## src/rtl/lsu_pkg.sv

```systemverilog
// Shared definitions for the load/store unit: RV32 width codes, controller
// states and the load-data extension helper.
package lsu_pkg;

    localparam logic [2:0] F3_B  = 3'b000;
    localparam logic [2:0] F3_H  = 3'b001;
    localparam logic [2:0] F3_W  = 3'b010;
    localparam logic [2:0] F3_BU = 3'b100;
    localparam logic [2:0] F3_HU = 3'b101;

    typedef enum logic [1:0] {
        LSU_IDLE,
        LSU_ACCESS,
        LSU_RESP
    } lsu_state_t;

    // raw is LSB-aligned memory data; returns the architectural register value
    function automatic logic [31:0] load_extend(input logic [2:0] funct3,
                                                input logic [31:0] raw);
        logic signed [7:0]  byte_s;
        logic signed [15:0] half_s;
        logic [31:0]        res;
        byte_s = raw[7:0];
        half_s = raw[15:0];
        case (funct3)
            F3_B:    res = {{24{byte_s[7]}}, byte_s};
            F3_H:    res = {{16{half_s[15]}}, half_s};
            F3_W:    res = raw;
            F3_BU:   res = {24'b0, raw[7:0]};
            F3_HU:   res = {16'b0, raw[15:0]};
            default: res = 32'b0;
        endcase
        return res;
    endfunction

endpackage

```

## src/rtl/load_store_unit.sv

```systemverilog
// Data-memory initiator: accepts one load/store, validates funct3 and
// alignment, drives a single memory access cycle and returns a held response.
module load_store_unit
    import lsu_pkg::*;
#(
    parameter int XLEN = 32
) (
    input  logic            clock,
    input  logic            reset,
    input  logic            req_valid,
    output logic            req_ready,
    input  logic            req_load,
    input  logic [2:0]      req_funct3,
    input  logic [XLEN-1:0] req_addr,
    input  logic [XLEN-1:0] req_wdata,
    output logic            resp_valid,
    input  logic            resp_ready,
    output logic [XLEN-1:0] resp_data,
    output logic            resp_fault,
    output logic            resp_misaligned,
    output logic [XLEN-1:0] mem_addr,
    output logic [XLEN-1:0] mem_wdata,
    output logic [2:0]      mem_width,
    output logic            mem_read_en,
    output logic            mem_write_en,
    input  logic [XLEN-1:0] mem_rdata,
    input  logic            mem_fault
);

    lsu_state_t      state;
    logic            load_q;
    logic [2:0]      funct3_q;
    logic [XLEN-1:0] addr_q;
    logic [XLEN-1:0] wdata_q;

    logic            req_legal;
    logic            req_misaligned;

    always_comb begin
        req_legal = 1'b0;
        case (req_funct3)
            F3_B, F3_H, F3_W: req_legal = 1'b1;
            F3_BU, F3_HU:     req_legal = req_load;
            default:          req_legal = 1'b0;
        endcase
        req_misaligned = ((req_funct3[1:0] == 2'b01) && req_addr[0]) ||
                         ((req_funct3[1:0] == 2'b10) && (req_addr[1:0] != 2'b00));
    end

    assign req_ready = (state == LSU_IDLE);

    always_ff @(posedge clock) begin
        if (reset) begin
            state           <= LSU_IDLE;
            load_q          <= 1'b0;
            funct3_q        <= 3'b000;
            addr_q          <= '0;
            wdata_q         <= '0;
            resp_valid      <= 1'b0;
            resp_data       <= '0;
            resp_fault      <= 1'b0;
            resp_misaligned <= 1'b0;
        end else begin
            case (state)
                LSU_IDLE: begin
                    if (req_valid) begin
                        load_q   <= req_load;
                        funct3_q <= req_funct3;
                        addr_q   <= req_addr;
                        wdata_q  <= req_wdata;
                        resp_data <= '0;
                        // Illegal encodings take priority over alignment; both bypass memory
                        if (!req_legal) begin
                            resp_fault      <= 1'b1;
                            resp_misaligned <= 1'b0;
                            resp_valid      <= 1'b1;
                            state           <= LSU_RESP;
                        end else if (req_misaligned) begin
                            resp_fault      <= 1'b0;
                            resp_misaligned <= 1'b1;
                            resp_valid      <= 1'b1;
                            state           <= LSU_RESP;
                        end else begin
                            state <= LSU_ACCESS;
                        end
                    end
                end
                LSU_ACCESS: begin
                    resp_fault      <= mem_fault;
                    resp_misaligned <= 1'b0;
                    resp_data       <= (load_q && !mem_fault) ?
                                       XLEN'(load_extend(funct3_q, 32'(mem_rdata))) : '0;
                    resp_valid      <= 1'b1;
                    state           <= LSU_RESP;
                end
                LSU_RESP: begin
                    if (resp_ready) begin
                        resp_valid      <= 1'b0;
                        resp_data       <= '0;
                        resp_fault      <= 1'b0;
                        resp_misaligned <= 1'b0;
                        state           <= LSU_IDLE;
                    end
                end
                default: state <= LSU_IDLE;
            endcase
        end
    end

    // Enables are gated by reset so an interrupted store never commits
    always_comb begin
        mem_addr     = '0;
        mem_wdata    = '0;
        mem_width    = 3'b000;
        mem_read_en  = 1'b0;
        mem_write_en = 1'b0;
        if (state == LSU_ACCESS) begin
            mem_addr     = addr_q;
            mem_wdata    = wdata_q;
            mem_width    = funct3_q & 3'b011;
            mem_read_en  = load_q && !reset;
            mem_write_en = !load_q && !reset;
        end
    end

endmodule
```

## config.mk

```make
export PLATFORM = sky130hd
export DESIGN_NAME = load_store_unit
export DESIGN_NICKNAME = d
export VERILOG_FILES = /design/src/rtl/lsu_pkg.sv /design/src/rtl/load_store_unit.sv
export SDC_FILE = /design/constraint.sdc
export NUM_CORES = 1
export LEC_CHECK = 0
export ABC_AREA = 1
export CAP_MARGIN = 40
export CORE_MARGIN = 2
export CORE_UTILIZATION = 45
export CTS_CLUSTER_DIAMETER = 60
export DETAILED_ROUTE_END_ITERATION = 7
export PLACE_DENSITY = 0.94
export SYNTH_ARGS = -nofsm -noshare
export SYNTH_HDL_FRONTEND = slang
export SYNTH_SLANG_ARGS = --single-unit
```

## constraint.sdc

```tcl
create_clock -name clock -period 2.9 [get_ports clock]
set_input_delay 0.58 -clock clock [delete_from_list [all_inputs] [get_ports clock]]
set_output_delay 0.58 -clock clock [all_outputs]
set_load 0.01 [all_outputs]
```

==> metrics.md, run 1 <==
| Metric | Value |
|---|---|
| Outcome | completed |
| Worst-skew pair later-pin latency | 0.36 ns |
| Final Instance Count excl. Fillers | between 1000 and 1500 |
| Commonest non-fill, non-tap cells in the layout | 208 x clkdlybuf4s50_1, 187 x nand2_1, 134 x nor2_1 |
| Critical path launch point type | flop |
| H-tree level count | 3 |
| Final ANT Viol Nets | 0 |
| WHS Endpoint | resp_data[2]$_SDFFE_PP0P_ |
| Die height | 105 um |
| DR pass1 iterations | 4 |
| Critical path class | flop to primary output |
| Hold slack | approximately 0.47 ns |
| Vias in the first global route | 4402 |
| Die X | 105 um |
| Post-synthesis cell type count | 21 |
| Worst flop-to-flop path startpoint | state[0]$_SDFFE_PP0P_ |
| Clock Sinks | roughly 110 |
| Pwr Density | between 500 and 600 nW/um2 |
| Total grt overflow | 0 |
| Critical path arrival | 2.08 ns |
| Period Utilization, post-route | 0.916 |
| Avg Cell Area, Syn | around 6.6 um2 |
| Critical path data required time | 2.32 ns |
| Total CTS buffers | 9 |
| CP max FO | 19 |
| Share of cells above drive strength 1 | 0.0406 |
| Worst slew margin | 0.593 |
| Hold_buf cts | 0 |
| CTS tree | done |
| Total power | 4.01 mW |
| DR iter-0 viols | 253 |
| Slew @ Worst Pin | 0.610 ns |
| Min Clock Period, post-route | 2.66 ns |
| Hold Path Origin | resp_data[2]$_SDFFE_PP0P_ |
| Via count | roughly 4800 |
| Worst R2R Setup Slack | 0.82 ns |
| Post-Syn Nets | ~810 |
| Final-stage net count | 991 |
| Max cap viols | 0 |
| # IOs | 210 |
| WL/cell | 12.5 um |
| Final GP Congestion | 0.812 |
| Setup TNS Final | 0 ns |
| Drt via density | about 4.7 |
| IO Port Bufs | 208 |
| Detailed Place HPWL | between 9000 and 10000 um |
| Pins Over Slew Limit | 0 |
| Crit end category | primary output |
| Post-CTS setup buffer count | 0 |
| Total GRT Usage | 0.230 |
| First-pass GRT wire length | 20600 um |
| R2R depth | 10 |
| Util after Layout | 0.703 |
| Hold Fails Final Rpt | 0 |
| Sequential share of the synthesized area | 0.457 |
| Antenna violations before repair | 0 |
| Peak supply drop | around 350 uV |
| Pin count of the biggest net entering global routing | 74 |
| Hold Path Depth | 2 |
| WL final | 12800 um |
| ANT cells | 0 |
| Synthesized area | 4600 um2 |
| Fin Clk Skew | about 0.013 ns |
| Max Clock Freq | 376 MHz |
| Min-delay worst type | flop to flop |
| Root Driver | clkbuf_8 |
| Initial core utilization | 0.467 |
| Synth warn | 0 |
| R2r endpoint | resp_data[17]$_SDFFE_PP0P_ |
| Cells after synthesis | 699 |
| DRC errors left | 0 |
| Core Area | 9860 um2 |
| Commonest non-fill, non-tap cell in the layout | clkdlybuf4s50_1 |
| Setup crit start | state[1]$_SDFFE_PP0P_ |
| Leak | 3.19 nW |
| Cell Rows | 36 |
| Area Growth Syn to Fin | 50.7% |
| Unrepaired setup endpoints after global routing | no |
| Max Root-Sink Buffers | 2 |
| Final setup violation count | 0 |
| Synthesized flop and latch total | 105 |
| Worst-path clk slew | about 0.090 ns |
| Placed cells | 1004 |
| Die area | 11100 um2 |
## cells by family after synthesis
| group | count (synthesis) | share of synthesized area |
|---|---|---|
| adders and majority gates | 4 | 0.0109 |
| AOI/OAI and AO/OA | 112 | 0.123 |
| buffers and inverters | 128 | 0.115 |
| DFF | 105 | 0.457 |
| and+or+nand+nor | 349 | 0.294 |
| other | 1 | 0.000815 |
## power by group
group	internal (mW)	leakage [nW]	switching (mW)
Clock	0.343	0.0939	0.500
Combinational	0.597	2.24	0.780
Sequential	1.66	0.862	0.127
Total	2.60	3.19	1.41
## worst max path at each step
stage | end | cells past startpoint
final | mem_addr[29] | 6
after global routing | mem_addr[29] | 6
after CTS | mem_addr[29] | 6
after detailed placement | mem_write_en | 3
after global placement | mem_write_en | 3
after floorplan | mem_addr[11] | 7
## Yosys cell counts
cell type    n  share of area
buf_2       11          0.012
conb_1       1        0.00081
buf_6        3         0.0073
nand2_2      1         0.0014
o21ai_0     58          0.063
inv_2        4         0.0033
buf_4        3         0.0049
buf_1        2         0.0016
nor2_4       1         0.0024
nor2_2       2         0.0027
a21oi_1     41          0.045
o21ai_1     12          0.013
nand2_1    188           0.15
nor2_1     134           0.11
nand3_1     22          0.024
nor3_1       1         0.0011
o21ai_2      1         0.0019
ha_1         4          0.011
inv_1       79          0.064
clkbuf_1    26          0.021
dfxtp_1    105           0.46
## cell type report
| cell class | count | area, um2 |
|---|---|---|
| clock buffer | 11 | 141 |
| clock inverter | 5 | 40.0 |
| fill | 784 | 2930 |
| inverter | 83 | 312 |
| multi-input combinational | 466 | 1990 |
| sequential | 105 | 2100 |
| tap | 133 | 166 |
| timing repair buffer | 217 | 2190 |
## critical path, cell delays in order, from the launching register on
cell             delay, ns
dfxtp_1               0.35
inv_1                 0.12
ha_4                  0.28
buf_4                 0.26
nand2_1               0.07
inv_1                 0.07
clkdlybuf4s50_1       0.56
## flip-flops by register name, summed over array words and instances, names as in the netlist
signal           count
resp_valid           1
funct3_q             3
resp_fault           1
state                2
resp_data           32
wdata_q             32
resp_misaligned      1
addr_q              32
load_q               1
## stage by stage
stage | worst slack (ns) | instance area (um2)
3_3_place_gp | 0.398 | 6740
3_5_place_dp | 0.352 | 6740
4_1_cts | 0.0616 | 6930
5_1_grt | 0.0786 | 6940
6_report | 0.244 | 6940
2_1_floorplan | 1.08 | 4600
## what timing repair did
action | CTS | global route
resized for setup | 0 | 1
endpoints found under the hold margin | 0 | 0
setup endpoints to repair | 0 | 20
## layer usage
layer | GRT usage | part of all wire | vias up
li1 | - | - | 2486
met1 | 0.262 | 0.40 | 2116
met2 | 0.389 | 0.48 | 177
met3 | 0.0917 | 0.097 | 23
met4 | 0.0810 | 0.024 | 0
met5 | 0 | 0 | -
(Power assumes the default switching activity.)
==> run 2, diff against run 1 <==
--- a/config.mk
+++ b/config.mk
@@ -8,10 +8,10 @@
 export ABC_AREA = 1
 export CAP_MARGIN = 40
 export CORE_MARGIN = 2
-export CORE_UTILIZATION = 45
+export CORE_UTILIZATION = 35
 export CTS_CLUSTER_DIAMETER = 60
 export DETAILED_ROUTE_END_ITERATION = 7
-export PLACE_DENSITY = 0.94
+export PLACE_DENSITY = 0.77
 export SYNTH_ARGS = -nofsm -noshare
 export SYNTH_HDL_FRONTEND = slang
 export SYNTH_SLANG_ARGS = --single-unit
==> constraint.sdc (replaced) <==
create_clock -name clock -period 3.4 [get_ports clock]
set_input_delay 0.68 -clock clock [delete_from_list [all_inputs] [get_ports clock]]
set_output_delay 0.68 -clock clock [all_outputs]
set_load 0.01 [all_outputs]
==> run 2 against run 1 <==
  * Critical path type unchanged
  * Clock power up 16%
  * Global-route usage down 3.9 points
  * Sequential power down 15%
  * Setup slack better by 0.34 ns
==> metrics.md, run 2 (synthesis results as in run 1) <==
| Metric | Value |
|---|---|
| Critical path class | flop to primary output |
| Final GP Congestion | 0.771 |
| Worst-skew pair later-pin latency | ~0.35 ns |
| Bufs and invs on worst path | 4 |
| Final Instance Count excl. Fillers | 1057 |
| WL/cell | 12.8 um |
| DR iter-0 viols | about 320 |
| Pwr Density | 520 nW/um2 |
| Share of cells above drive strength 1 | 0.0373 |
| Fillers | 1309 |
| Placed cells | around 1000 |
| Total CTS buffers | 9 |
| Commonest non-fill, non-tap cell in the layout | clkdlybuf4s50_1 |
| Total power | 3.66 mW |
| Slowest cell on crit path | clkdlybuf4s50_1 |
| Clock power share | 0.266 |
| Pin count of the biggest net entering global routing | between 70 and 80 |
| Min Clock Period, post-route | 2.81 ns |
| Final setup violation count | 0 |
| Most used cell, CP | inv_1 |
| Cell Rows | 41 |
| Critical path arrival | 2.13 ns |
| Via count | 4789 |
| WL final | 13500 um |
| Min-delay worst type | flop to flop |
| Critical path launch point type | flop |
| First-pass GRT wire length | approximately 22000 um |
| Commonest non-fill, non-tap cells in the layout | 208 x clkdlybuf4s50_1, 187 x nand2_1, 134 x nor2_1 |
| Unrepaired setup endpoints after global routing | no |
| Fin Clk Skew | between 0.005 and 0.006 ns |
| Net switching power | 1.21 mW |
| Pint | 2.45 mW |
| Die height | 119 um |
| Outcome | completed |
| Post-CTS setup buffer count | 0 |
| Util after Layout | 0.553 |
| Worst slew margin | 0.514 |
| Setup TNS Final | 0 ns |
| Hold Path Origin | resp_data[20]$_SDFFE_PP0P_ |
| CP max FO | 45 |
| Hold Path Depth | 2 |
| Worst R2R Setup Slack | between 1 and 1.5 ns |
| Hold_buf cts | 0 |
| Total GRT Usage | 0.190 |
| Slew @ Worst Pin | 0.728 ns |
| Post_cts resized | 0 |
| Period Utilization, post-route | 0.827 |
| Final-stage net count | 990 |
| R2r endpoint | resp_data[26]$_SDFFE_PP0P_ |
| Final ANT Viol Nets | 0 |
| Root Driver | clkbuf_16 |
| DRC errors left | 0 |
| Sequential share of power | 0.417 |
| ANT cells | 0 |
| Placed Area | a little under 7000 um2 |
| IO Port Bufs | about 210 |
| Clock Sinks | 105 |
| Pins Over Slew Limit | 0 |
| Drt via density | between 4 and 5 |
| Leak | ~3.2 nW |
| R2R depth | 9 |
| H-tree level count | 3 |
| Detailed Place HPWL | a little over 9000 um |
| Vias in the first global route | 4380 |
| Area Growth Syn to Fin | 52.9% |
| Worst-path clk slew | 0.07 ns |
| Crit-path cells | inv_1 -> ha_2 -> buf_4 -> nand2_1 -> inv_1 -> clkdlybuf4s50_1 |
| Die X | 119 um |
| Antenna violations before repair | 0 |
| Crit-path max cell delay | 0.54 ns |
| # IOs | 210 |
| Initial core utilization | 0.362 |
| Hold Fails Final Rpt | 0 |
| Max Root-Sink Buffers | 2 |
| Die area | between 10000 and 15000 um2 |
| WHS Endpoint | resp_data[20]$_SDFFE_PP0P_ |
| Max cap viols | 0 |
| Crit end category | primary output |
| Finished Cell Area | ~7000 um2 |
| DR pass1 iterations | 5 |
| CTS tree | done |
| Max Clock Freq | 356 MHz |
| Sw frac | 0.331 |
| Peak supply drop | approximately 400 uV |
| Worst flop-to-flop path startpoint | state[1]$_SDFFE_PP0P_ |
| Total grt overflow | 0 |
| Critical path data required time | 2.72 ns |
| Regs by FF count | addr_q x32, resp_data x32, wdata_q x32 |
| Core Area | 12700 um2 |
| Logic pwr share | 0.317 |
| Delay-heaviest family, CP | buffers and inverters |
run 2: final cells by class:
cell class	count	area [um2]	share of cell area
Tap cell	172	215	0.0306
Multi-Input combinational cell	466	1980	0.281
Inverter	83	312	0.0443
Timing Repair Buffer	216	2150	0.306
Clock inverter	2	13.8	0.00196
Clock buffer	13	260	0.0370
Sequential cell	105	2100	0.299
run 2: power groups by stage:
| stage | sequential [mW] | combinational, mW | clock (mW) |
|---|---|---|---|
| global route | 1.55 | 1.31 | 1.06 |
| floorplan | 1.53 | 0.723 | 0 |
| finish | 1.52 | 1.16 | 0.975 |
| detailed placement | 1.55 | 1.18 | 0 |
| global placement | 1.54 | 1.16 | 0 |
| CTS | 1.53 | 1.18 | 1.01 |
run 2: how the worst max path moves through the flow:
stage | from | endpoint | slack (ns) | cells after the start
6_report | state[1]$_SDFFE_PP0P_ | mem_addr[0] | 0.59 | 6
5_1_grt | state[1]$_SDFFE_PP0P_ | mem_addr[0] | 0.43 | 6
4_1_cts | state[1]$_SDFFE_PP0P_ | mem_addr[0] | 0.52 | 6
3_5_place_dp | reset | mem_write_en | 0.66 | 3
3_3_place_gp | reset | mem_write_en | 0.65 | 3
2_1_floorplan | reset | mem_read_en | 1.39 | 5
run 2: routing by layer:
layer  vias up  share of wire  global-route usage
met2       150           0.47               0.315
li1       2480              -                   -
met1      2144           0.43               0.230
met4         0          0.018              0.0603
met3        15          0.080              0.0681
met5         -              0                   0
run 2: tightest hold or removal path, delay by kind of cell, from the launching register on:
family | cells | cell delay [ns]
flip-flops | 1 | 0.31
AND/OR/NAND/NOR | 1 | 0.06
AO/OA/AOI/OAI | 1 | 0.05
run 2: stage by stage:
step / worst slack, ns / hold slack (ns)
after floorplan: 1.39 / 0.455
after global placement: 0.652 / 0.451
after detailed placement: 0.662 / 0.455
after CTS: 0.523 / 0.465
after global routing: 0.434 / 0.473
final: 0.588 / 0.466
